File: src/rtl/mem_arb_pkg.sv
// ============================================================================
//  Module      : mem_arb_pkg
//  Description : Shared types and constants for the memory port arbiter.
//  Revision    : 1.0 - initial release
// ============================================================================
`default_nettype none

package mem_arb_pkg;

    // Which requester owns the selection or the pending response
    typedef enum logic [1:0] {
        OWNER_NONE  = 2'd0,
        OWNER_INSTR = 2'd1,
        OWNER_DATA  = 2'd2
    } owner_e;

    // Selection lock: held while the slave stalls a request
    typedef enum logic [1:0] {
        IDLE   = 2'd0,
        LOCK_I = 2'd1,
        LOCK_D = 2'd2
    } lock_state_e;

    localparam int STARVE_CNT_W = 8;

endpackage : mem_arb_pkg

`default_nettype wire

File: src/rtl/mem_arb_starve_ctr.sv
// ============================================================================
//  Module      : mem_arb_starve_ctr
//  Description : Counts consecutive data grants while an instruction fetch is
//                waiting; saturates at LIMIT and flags when the limit is hit.
//  Revision    : 1.0 - initial release
// ============================================================================
`default_nettype none

module mem_arb_starve_ctr
    import mem_arb_pkg::*;
#(
    parameter int LIMIT = 4
) (
    input  logic clk,
    input  logic rst_n,
    input  logic i_instr_req,
    input  logic i_instr_gnt,
    input  logic i_data_gnt,
    output logic o_limit_hit
);

    localparam logic [STARVE_CNT_W-1:0] c_limit = STARVE_CNT_W'(LIMIT);

    logic [STARVE_CNT_W-1:0] r_cnt;

    // Count data grants that overtake a waiting fetch; any fetch grant or an
    // idle fetch side restarts the count.
    always_ff @(posedge clk or negedge rst_n) begin
        if (!rst_n) begin
            r_cnt <= '0;
        end else if (!i_instr_req || i_instr_gnt) begin
            r_cnt <= '0;
        end else if (i_data_gnt && (r_cnt != c_limit)) begin
            r_cnt <= r_cnt + STARVE_CNT_W'(1);
        end
    end

    assign o_limit_hit = (r_cnt == c_limit);

endmodule : mem_arb_starve_ctr

`default_nettype wire

File: src/rtl/mem_port_arbiter.sv
// ============================================================================
//  Module      : mem_port_arbiter
//  Description : Shares one req/gnt/rvalid memory slave between the fetch and
//                load/store requesters. Fixed priority to data with a
//                starvation guard for fetch; selection is locked while the
//                slave stalls; one-cycle responses are routed to the owner.
//                Optional build macro MEM_PORT_ARBITER_PERF_EN adds grant and
//                conflict performance counters.
//  Revision    : 1.0 - initial release
// ============================================================================
`default_nettype none

module mem_port_arbiter
    import mem_arb_pkg::*;
#(
    parameter int ADDR_W       = 32,
    parameter int DATA_W       = 32,
    parameter int STARVE_LIMIT = 4
) (
    input  logic                clk,
    input  logic                rst_n,
    // Instruction fetch requester
    input  logic                instr_req_i,
    input  logic [ADDR_W-1:0]   instr_addr_i,
    output logic                instr_gnt_o,
    output logic                instr_rvalid_o,
    output logic [DATA_W-1:0]   instr_rdata_o,
    // Load/store requester
    input  logic                data_req_i,
    input  logic [ADDR_W-1:0]   data_addr_i,
    input  logic                data_we_i,
    input  logic [DATA_W/8-1:0] data_be_i,
    input  logic [DATA_W-1:0]   data_wdata_i,
    output logic                data_gnt_o,
    output logic                data_rvalid_o,
    output logic [DATA_W-1:0]   data_rdata_o,
    // Shared memory slave
    output logic                mem_valid_o,
    input  logic                mem_ready_i,
    output logic [ADDR_W-1:0]   mem_addr_o,
    output logic                mem_write_en_o,
    output logic [DATA_W/8-1:0] mem_byte_en_o,
    output logic [DATA_W-1:0]   mem_wdata_o,
    input  logic [DATA_W-1:0]   mem_rdata_i
`ifdef MEM_PORT_ARBITER_PERF_EN
    ,
    output logic [31:0]         perf_instr_cnt_o,
    output logic [31:0]         perf_data_cnt_o,
    output logic [31:0]         perf_conflict_cnt_o
`endif
);

    localparam int c_be_w = DATA_W / 8;

    lock_state_e r_lock_state;
    owner_e      r_resp_owner;
    owner_e      w_sel;
    logic        w_mem_valid;
    logic        w_handshake;
    logic        w_instr_gnt;
    logic        w_data_gnt;
    logic        w_limit_hit;

    assign w_mem_valid = instr_req_i | data_req_i;
    assign w_handshake = w_mem_valid & mem_ready_i;

    // Pick the owner of the slave port this cycle; a lock overrides priority
    always_comb begin
        w_sel = OWNER_NONE;
        case (r_lock_state)
            LOCK_I:  w_sel = OWNER_INSTR;
            LOCK_D:  w_sel = OWNER_DATA;
            default: begin
                if (instr_req_i && (!data_req_i || w_limit_hit)) begin
                    w_sel = OWNER_INSTR;
                end else if (data_req_i) begin
                    w_sel = OWNER_DATA;
                end
            end
        endcase
    end

    assign w_instr_gnt = w_handshake & (w_sel == OWNER_INSTR);
    assign w_data_gnt  = w_handshake & (w_sel == OWNER_DATA);

    assign instr_gnt_o = w_instr_gnt;
    assign data_gnt_o  = w_data_gnt;

    // Request path: fetches are always full-word reads
    always_comb begin
        mem_valid_o    = w_mem_valid;
        mem_addr_o     = instr_addr_i;
        mem_write_en_o = 1'b0;
        mem_byte_en_o  = {c_be_w{1'b1}};
        mem_wdata_o    = '0;
        if (w_sel == OWNER_DATA) begin
            mem_addr_o     = data_addr_i;
            mem_write_en_o = data_we_i;
            mem_byte_en_o  = data_be_i;
            mem_wdata_o    = data_wdata_i;
        end
    end

    // Lock FSM plus response-owner tracking for the one-cycle read latency
    always_ff @(posedge clk or negedge rst_n) begin
        if (!rst_n) begin
            r_lock_state <= IDLE;
            r_resp_owner <= OWNER_NONE;
        end else begin
            r_resp_owner <= w_handshake ? w_sel : OWNER_NONE;
            case (r_lock_state)
                IDLE: begin
                    if (w_mem_valid && !mem_ready_i) begin
                        r_lock_state <= (w_sel == OWNER_DATA) ? LOCK_D : LOCK_I;
                    end
                end
                LOCK_I, LOCK_D: begin
                    if (mem_ready_i) begin
                        r_lock_state <= IDLE;
                    end
                end
                default: r_lock_state <= IDLE;
            endcase
        end
    end

    // Read data is shared; rvalid alone tells each requester it is theirs
    assign instr_rvalid_o = (r_resp_owner == OWNER_INSTR);
    assign data_rvalid_o  = (r_resp_owner == OWNER_DATA);
    assign instr_rdata_o  = mem_rdata_i;
    assign data_rdata_o   = mem_rdata_i;

    mem_arb_starve_ctr #(
        .LIMIT (STARVE_LIMIT)
    ) u_starve_ctr (
        .clk         (clk),
        .rst_n       (rst_n),
        .i_instr_req (instr_req_i),
        .i_instr_gnt (w_instr_gnt),
        .i_data_gnt  (w_data_gnt),
        .o_limit_hit (w_limit_hit)
    );

`ifdef MEM_PORT_ARBITER_PERF_EN
    logic [31:0] r_perf_instr;
    logic [31:0] r_perf_data;
    logic [31:0] r_perf_conflict;

    // Free-running wrap-around event counters
    always_ff @(posedge clk or negedge rst_n) begin
        if (!rst_n) begin
            r_perf_instr    <= '0;
            r_perf_data     <= '0;
            r_perf_conflict <= '0;
        end else begin
            if (w_instr_gnt) begin
                r_perf_instr <= r_perf_instr + 32'd1;
            end
            if (w_data_gnt) begin
                r_perf_data <= r_perf_data + 32'd1;
            end
            if (instr_req_i && data_req_i) begin
                r_perf_conflict <= r_perf_conflict + 32'd1;
            end
        end
    end

    assign perf_instr_cnt_o    = r_perf_instr;
    assign perf_data_cnt_o     = r_perf_data;
    assign perf_conflict_cnt_o = r_perf_conflict;
`endif

endmodule : mem_port_arbiter

`default_nettype wire

File: config.mk
export PLATFORM = sky130hd
export DESIGN_NAME = mem_port_arbiter
export DESIGN_NICKNAME = d
export VERILOG_FILES = /design/src/rtl/mem_arb_pkg.sv /design/src/rtl/mem_arb_starve_ctr.sv /design/src/rtl/mem_port_arbiter.sv
export SDC_FILE = /design/constraint.sdc
export NUM_CORES = 1
export LEC_CHECK = 0
export ABC_AREA = 1
export CORE_AREA = 3 3 107 109
export CTS_CLUSTER_DIAMETER = 150
export DETAILED_ROUTE_END_ITERATION = 8
export DIE_AREA = 0 0 110 112
export PLACE_DENSITY = 0.61
export SLEW_MARGIN = 20
export SYNTH_ARGS = -nofsm -noshare
export SYNTH_HDL_FRONTEND = slang
export SYNTH_SLANG_ARGS = --single-unit
File: constraint.sdc
create_clock -name clk -period 2.5 [get_ports clk]
set_input_delay 0.375 -clock clk [delete_from_list [all_inputs] [get_ports clk]]
set_output_delay 0.375 -clock clk [all_outputs]
set_load 0.03 [all_outputs]
======== Word level (Yosys, flattened, before mapping) ========
Cells that the tools add are included.
word-level totals
  logic and storage cells ................. 44
  register bits after elaboration ......... 12
  output and inout bits ................... 138
operators by class
  equal/unequal tests ..................... 10
  $add $sub $neg .......................... 1
  reductions and logical operators ........ 12
  muxes and demuxes ....................... 14
  bitwise gates (word level) .............. 4
operators by type and width
  kind                                                   count
  2-to-1 mux 32 bit                                      2
  2-to-1 mux 8 bit                                       2
  2-to-1 mux 2 bit                                       6
  adder 8 x 1 -> 8 bit, second input constant            1
  equality test 8 x 3 -> 1 bit, second input constant    1
  inequality test 8 x 3 -> 1 bit, second input constant  1
  one-hot mux 2 bit (2 select lines)                     2
  equality test 2 x 1 -> 1 bit, second input constant    3
  equality test 2 bit, second input constant             3
  2-to-1 mux 4 bit                                       1
  inequality test 2 bit, second input constant           2
  bitwise AND 1 bit                                      3
  logical AND 1 bit                                      3
  zero test 1 bit                                        3
  zero test 2 bit                                        1
  logical OR 1 bit                                       2
  AND reduction 2 bit                                    1
  nonzero test 2 bit                                     1
  OR reduction 2 bit                                     1
  2-to-1 mux 1 bit                                       1
  bitwise OR 1 bit                                       1

======== Depth between registers and ports, before layout ========
Gate-level depths: netlist (run 1).
  word-level depth ........................ 10
  depth in mapped cells ................... 12
  depth with buffers taken out ............ 11

======== Cells and area by module ========
Synthesis (run 1) repeated with hierarchy kept, for this count alone.
unflattened totals
  cell total of the unflattened synthesis .. 364
  area total of the unflattened synthesis .. 2193.4 um2
modules (own cells, without submodules)
  module              times used  area an instance (um2)  sequential area each (um2)  cells an instance
  mem_port_arbiter    1           1657.8                  100.1                       293
  mem_arb_starve_ctr  1           535.5                   200.2                       71

======== Worst setup path after synthesis (run 1) ========
OpenSTA, ideal clock, no wires.
  kind .................................... register -> output
  from .................................... register r_lock_state[0]
  to ...................................... output port mem_wdata_o[0]
  cell stages (with the launch flop) ...... 9
  arrival time ............................ 1.689 ns
  slack ................................... 0.436 ns
  required time ........................... 2.125 ns
  cell sequence ........................... dfrtp_1 -> inv_1 -> ha_1 -> inv_1 -> nand3_2 -> nand2_2 -> nand2_4 -> buf_2 -> nor2_1
between the ends
  longest elaborated chain between the ends .. 4
ends and longest elaborated chain
  item                                                                 RTL line                 RTL
  start: declaration                                                   mem_port_arbiter.sv:55   lock_state_e r_lock_state;
  start signal: assignment                                             mem_port_arbiter.sv:114  r_lock_state <= (w_sel == OWNER_DATA) ? LOCK_D : LOCK_I;
  equality test 2 bit or equality test 2 x 1 -> 1 bit (tied branches)  mem_port_arbiter.sv:70   case (r_lock_state)
  one-hot mux 2 bit (2 select lines) *                                 mem_port_arbiter.sv:70
  equality test 2 bit *                                                mem_port_arbiter.sv:96   if (w_sel == OWNER_DATA) begin
  2-to-1 mux 32 bit *                                                  mem_port_arbiter.sv:96
  end: declaration                                                     mem_port_arbiter.sv:43   output logic [DATA_W-1:0] mem_wdata_o,
Mark *: on every way between the ends. The rest lies on a longest branch, timed or not.

======== Worst setup path in the final report (run 1) ========
  from .................................... register u_starve_ctr.r_cnt[0]
  to ...................................... output port mem_addr_o[21]
between the ends
  longest elaborated chain between the ends .. 7
ends and longest elaborated chain
  item                                RTL line                  RTL
  start: declaration                  mem_arb_starve_ctr.sv:24  logic [STARVE_CNT_W-1:0] r_cnt;
  start signal: assignment            mem_arb_starve_ctr.sv:34  r_cnt <= r_cnt + STARVE_CNT_W'(1);
  equality test 8 x 3 -> 1 bit        mem_arb_starve_ctr.sv:38  assign o_limit_hit = (r_cnt == c_limit);
  logical OR 1 bit                    mem_port_arbiter.sv:74    if (instr_req_i && (!data_req_i || w_limit_hit)) begin
  logical AND 1 bit                   mem_port_arbiter.sv:74
  2-to-1 mux 2 bit                    mem_port_arbiter.sv:74
  one-hot mux 2 bit (2 select lines)  mem_port_arbiter.sv:70
  equality test 2 bit                 mem_port_arbiter.sv:96
  2-to-1 mux 32 bit                   mem_port_arbiter.sv:96
  end: declaration                    mem_port_arbiter.sv:40    output logic [ADDR_W-1:0] mem_addr_o,
Every way passes these cells.

==> results of run 1 <==
## Yosys cell counts
cell | count | area [um^2]
nor3_4 | 1 | 16.3
xor2_1 | 3 | 26.3
nand2_1 | 117 | 439
inv_1 | 52 | 195
ha_1 | 5 | 62.6
inv_2 | 2 | 7.51
xnor2_1 | 1 | 8.76
o21ai_0 | 3 | 15.0
nor3_1 | 2 | 10.0
nor2_1 | 45 | 169
buf_4 | 66 | 495
buf_2 | 7 | 35.0
o21ai_2 | 1 | 8.76
dfrtp_1 | 12 | 300
nand2_2 | 4 | 25.0
a22oi_1 | 1 | 7.51
nor2_4 | 2 | 22.5
or2_1 | 5 | 31.3
nand3_2 | 3 | 30.0
nand2_4 | 1 | 11.3
nand4_1 | 1 | 6.26
nand3_1 | 18 | 90.1
buf_6 | 2 | 22.5
o22ai_1 | 2 | 12.5
or2_2 | 1 | 6.26
## through the flow
| stage | hold slack, ps | power [mW] | cell area (um^2) | setup TNS (ps) |
|---|---|---|---|---|
| finish | 497 | 4.22 | 4160 | 0 |
| global route | 548 | 4.50 | 4160 | -3970 |
| CTS | 521 | 3.86 | 3870 | -110 |
| detailed placement | 535 | 3.06 | 3420 | 0 |
| global placement | 525 | 3.04 | 3420 | 0 |
| floorplan | 79.4 | 2.15 | 2050 | 0 |
## cell type report
| cell class | count | area, um^2 |
|---|---|---|
| clock buffers | 4 | 55.1 |
| inverters | 54 | 210 |
| repair buffers | 216 | 2190 |
| flip-flops and latches | 12 | 300 |
| fillers | 1097 | 6540 |
| multi-input cells | 216 | 1230 |
| well taps | 140 | 175 |
## worst max-delay path, delay by kind of cell, from the launching register on
family | cells | cell delay [ps]
flip-flops | 1 | 400
AO/OA/AOI/OAI | 1 | 130
adder cells (fa/ha/maj) | 1 | 130
AND/OR/NAND/NOR | 7 | 540
buffers and inverters | 6 | 670
## logic make-up after synthesis
group           after synthesis  synth area share
compound gates                7            0.0213
fa+ha+maj                     5            0.0305
simple gates                200             0.417
buf+inv                     129             0.368
flops                        12             0.146
xor+xnor                      4            0.0171
## layer usage
| metal | vias to the layer above | share of wire |
|---|---|---|
| met5 | - | 0 |
| met4 | 0 | 0.034 |
| met3 | 23 | 0.10 |
| met2 | 155 | 0.51 |
| met1 | 1103 | 0.36 |
| li1 | 1274 | - |
## what timing repair did
item | 4_1_cts | 5_1_grt
cloned | 1 | 3
pin swaps | 1 | 18
endpoints found under the setup margin | 54 | 70
setup buffers | 24 | 4
resized for setup | 49 | 88
## sequential cells by signal (all words and copies together) (netlist names)
name                count
u_starve_ctr.r_cnt      8
r_lock_state            2
r_resp_owner            2
## where the power goes
group	total [mW]	internal [mW]	switching, mW	leakage (nW)
registers	0.248	0.227	0.0208	0.164
clock network	0.222	0.140	0.0827	0.0288
logic	3.75	1.68	2.07	1.96
## cells in the final DEF, fill, tap and decap left out
cell type	instances
clkdlybuf4s50_1	108
dfrtp_1	12
buf_12	8
clkbuf_2	4
nor2_1	40
nand2_4	7
o21ai_2	1
nand3_4	1
nor2_2	2
nand2_1	63
xnor2_1	1
or2_2	1
xor2_1	3
inv_8	1
inv_1	47
clkbuf_8	4
nand3_1	17
ha_4	2
nor2_4	5
buf_6	37
nor3_4	1
nand2_2	52
buf_16	1
o21ai_0	3
buf_4	55
nand3_2	3
ha_1	3
inv_2	6
a22oi_1	1
nand4_1	1
o22ai_1	2
nor3_1	2
or2_1	5
clkbuf_16	3
## how the worst max path moves through the flow
stage                                            from                           endpoint  slack, ps  cells after the start
floorplan                 r_lock_state[0]$_DFFE_PN0P_                     mem_wdata_o[0]        440                      8
global placement                           data_req_i                   mem_byte_en_o[1]         50                      8
detailed placement                         data_req_i                   mem_byte_en_o[2]         40                      8
CTS                 u_starve_ctr.r_cnt[0]$_DFFE_PN0P_  u_starve_ctr.r_cnt[0]$_DFFE_PN0P_        -80                     20
global route        u_starve_ctr.r_cnt[0]$_DFFE_PN0P_                     mem_addr_o[11]       -110                     15
finish              u_starve_ctr.r_cnt[0]$_DFFE_PN0P_                     mem_addr_o[21]       0.01                     15
==> flow_metrics.py, run 1 <==
metrics = {
    "outcome": {
        "status": "finished clean",
    },
    "floorplan": {
        "die_area_um2": 12300,
        "die-height_um": 112,
        "core_um2": 10700,
        "initial_utilization": 0.192,
        "core.rowCount": 38,
        "ios": 276,
        "die_w_um": 110,
    },
    "cts": {
        "cts_tree": "built",
        "clk_pin_slew_worst_paths_ps": 60,
        "numCtsBuffers": 3,
        "cts_buffer_depth": 2,
        "cts.hold.buffers_added": 0,
        "clk_latency_ps": 250,
        "root_buffer": "clkbuf_8",
        "htree_levels": 1,
        "cts.sink_count": 12,
    },
    "cells_and_area": {
        "diodes": 0,
        "layout-drive-gt1-share": 0.386,
        "final_cells": 642,
        "fin_util": 0.389,
        "syn2layout_area_growth_pct": 103,
        "fin_nets": 646,
    },
    "grt": {
        "grt_use_met1": 0.121,
        "grt_max_degree": 36,
        "grt_usage": 0.122,
        "grt-ovfl-total": 0,
        "met3_usage": 0.0359,
        "grt_first_pass_wirelength_um": 12000,
        "grt.busiest_layer": "met2",
        "grt_pass1_vias": 2633,
        "grt.met2_usage": 0.231,
        "antenna_found_initial": 0,
    },
    "pwr": {
        "pwr_density_cell_nw_per_um2": 1010,
        "p_leak_nw": 2.16,
        "vdd_drop_max_v": 0.000551,
    },
    "timing": {
        "fin_crit_ps": 2500,
        "setup_viol": 0,
        "clock_skew_ps": 2.68,
        "max_slew_margin": 0.610,
        "rsz0062_at_grt": "yes",
        "hold_violations": 0,
        "worstMarginPinSlew_ps": 582,
        "fmax_ghz": 0.400,
        "final.setup.worst_slack_ps": 0.0131,
        "fin_crit_sh": 1.00,
        "slew_violations": 0,
    },
    "yosys": {
        "synth_seq_cells": 12,
        "ys_seq_area_frac": 0.146,
        "netlist_area_um2": 2050,
        "syn_nets": 500,
        "synth_cell_type_count": 25,
        "avgSynthCellArea_um2": 5.75,
        "yosysWarnings": 0,
        "syn-instance-count": 357,
    },
    "drt": {
        "drc": 0,
        "via_per_inst": 3.98,
        "wl_per_cell_um": 13.0,
        "postRouteAntennaNets": 0,
        "vias": 2555,
        "drtIter0Drc": 55,
        "dr.pass1.iters": 5,
        "wl_um": 8320,
    },
    "setup_path": {
        "r2r_slack_ps": 50,
        "worstReg2RegEnd": "u_starve_ctr.r_cnt[0]$_DFFE_PN0P_",
        "path_max_fanout": 8,
        "r2r-start": "u_starve_ctr.r_cnt[0]$_DFFE_PN0P_",
        "critPathSlowestCell": "dfrtp_1",
        "worstSetupEndpointType": "output port",
        "critPathArrivalTime_ps": 2120,
        "crit_chain": "inv_2, buf_6, ha_4, nand3_4, o21ai_2, nand2_2, nand2_2, nand2_2, nand2_4, buf_12, inv_8, clkbuf_16, nand2_2, nand2_2, buf_6",
        "required_ps": 2120,
        "r2r_cells": 18,
        "worstSetupStartpointType": "register",
        "crit_top_cell": "nand2_2",
        "critPathMaxStageDelay_ps": 400,
        "critPathKind": "reg2out",
    },
    "place": {
        "gp_congestion": 0.794,
        "dp_hpwl_um": 6230,
        "place_inst": 609,
        "io_buffer_count": 179,
        "post-place-ws_ps": 38.8,
    },
    "min_path": {
        "min_path_type": "in2async",
    },
    "job": {
        "maxCapViolCount": 0,
    },
}
No activity file was read; power rests on OpenSTA's default activity.
==> run 2: changes to the inputs <==
--- a/config.mk
+++ b/config.mk
@@ -11,7 +11,6 @@
 export DETAILED_ROUTE_END_ITERATION = 8
 export DIE_AREA = 0 0 110 112
 export PLACE_DENSITY = 0.61
-export SLEW_MARGIN = 20
 export SYNTH_ARGS = -nofsm -noshare
 export SYNTH_HDL_FRONTEND = slang
 export SYNTH_SLANG_ARGS = --single-unit
==> results of run 2 <==
Final layout, timing and power as in run 1 (identical DEF).
==> run 3: changes to the inputs <==
--- a/config.mk
+++ b/config.mk
@@ -6,6 +6,7 @@
 export NUM_CORES = 1
 export LEC_CHECK = 0
 export ABC_AREA = 1
+export CAP_MARGIN = 30
 export CORE_AREA = 3 3 107 109
 export CTS_CLUSTER_DIAMETER = 150
 export DETAILED_ROUTE_END_ITERATION = 8
==> results of run 3 <==
Final layout, timing and power as in run 1 (identical DEF).
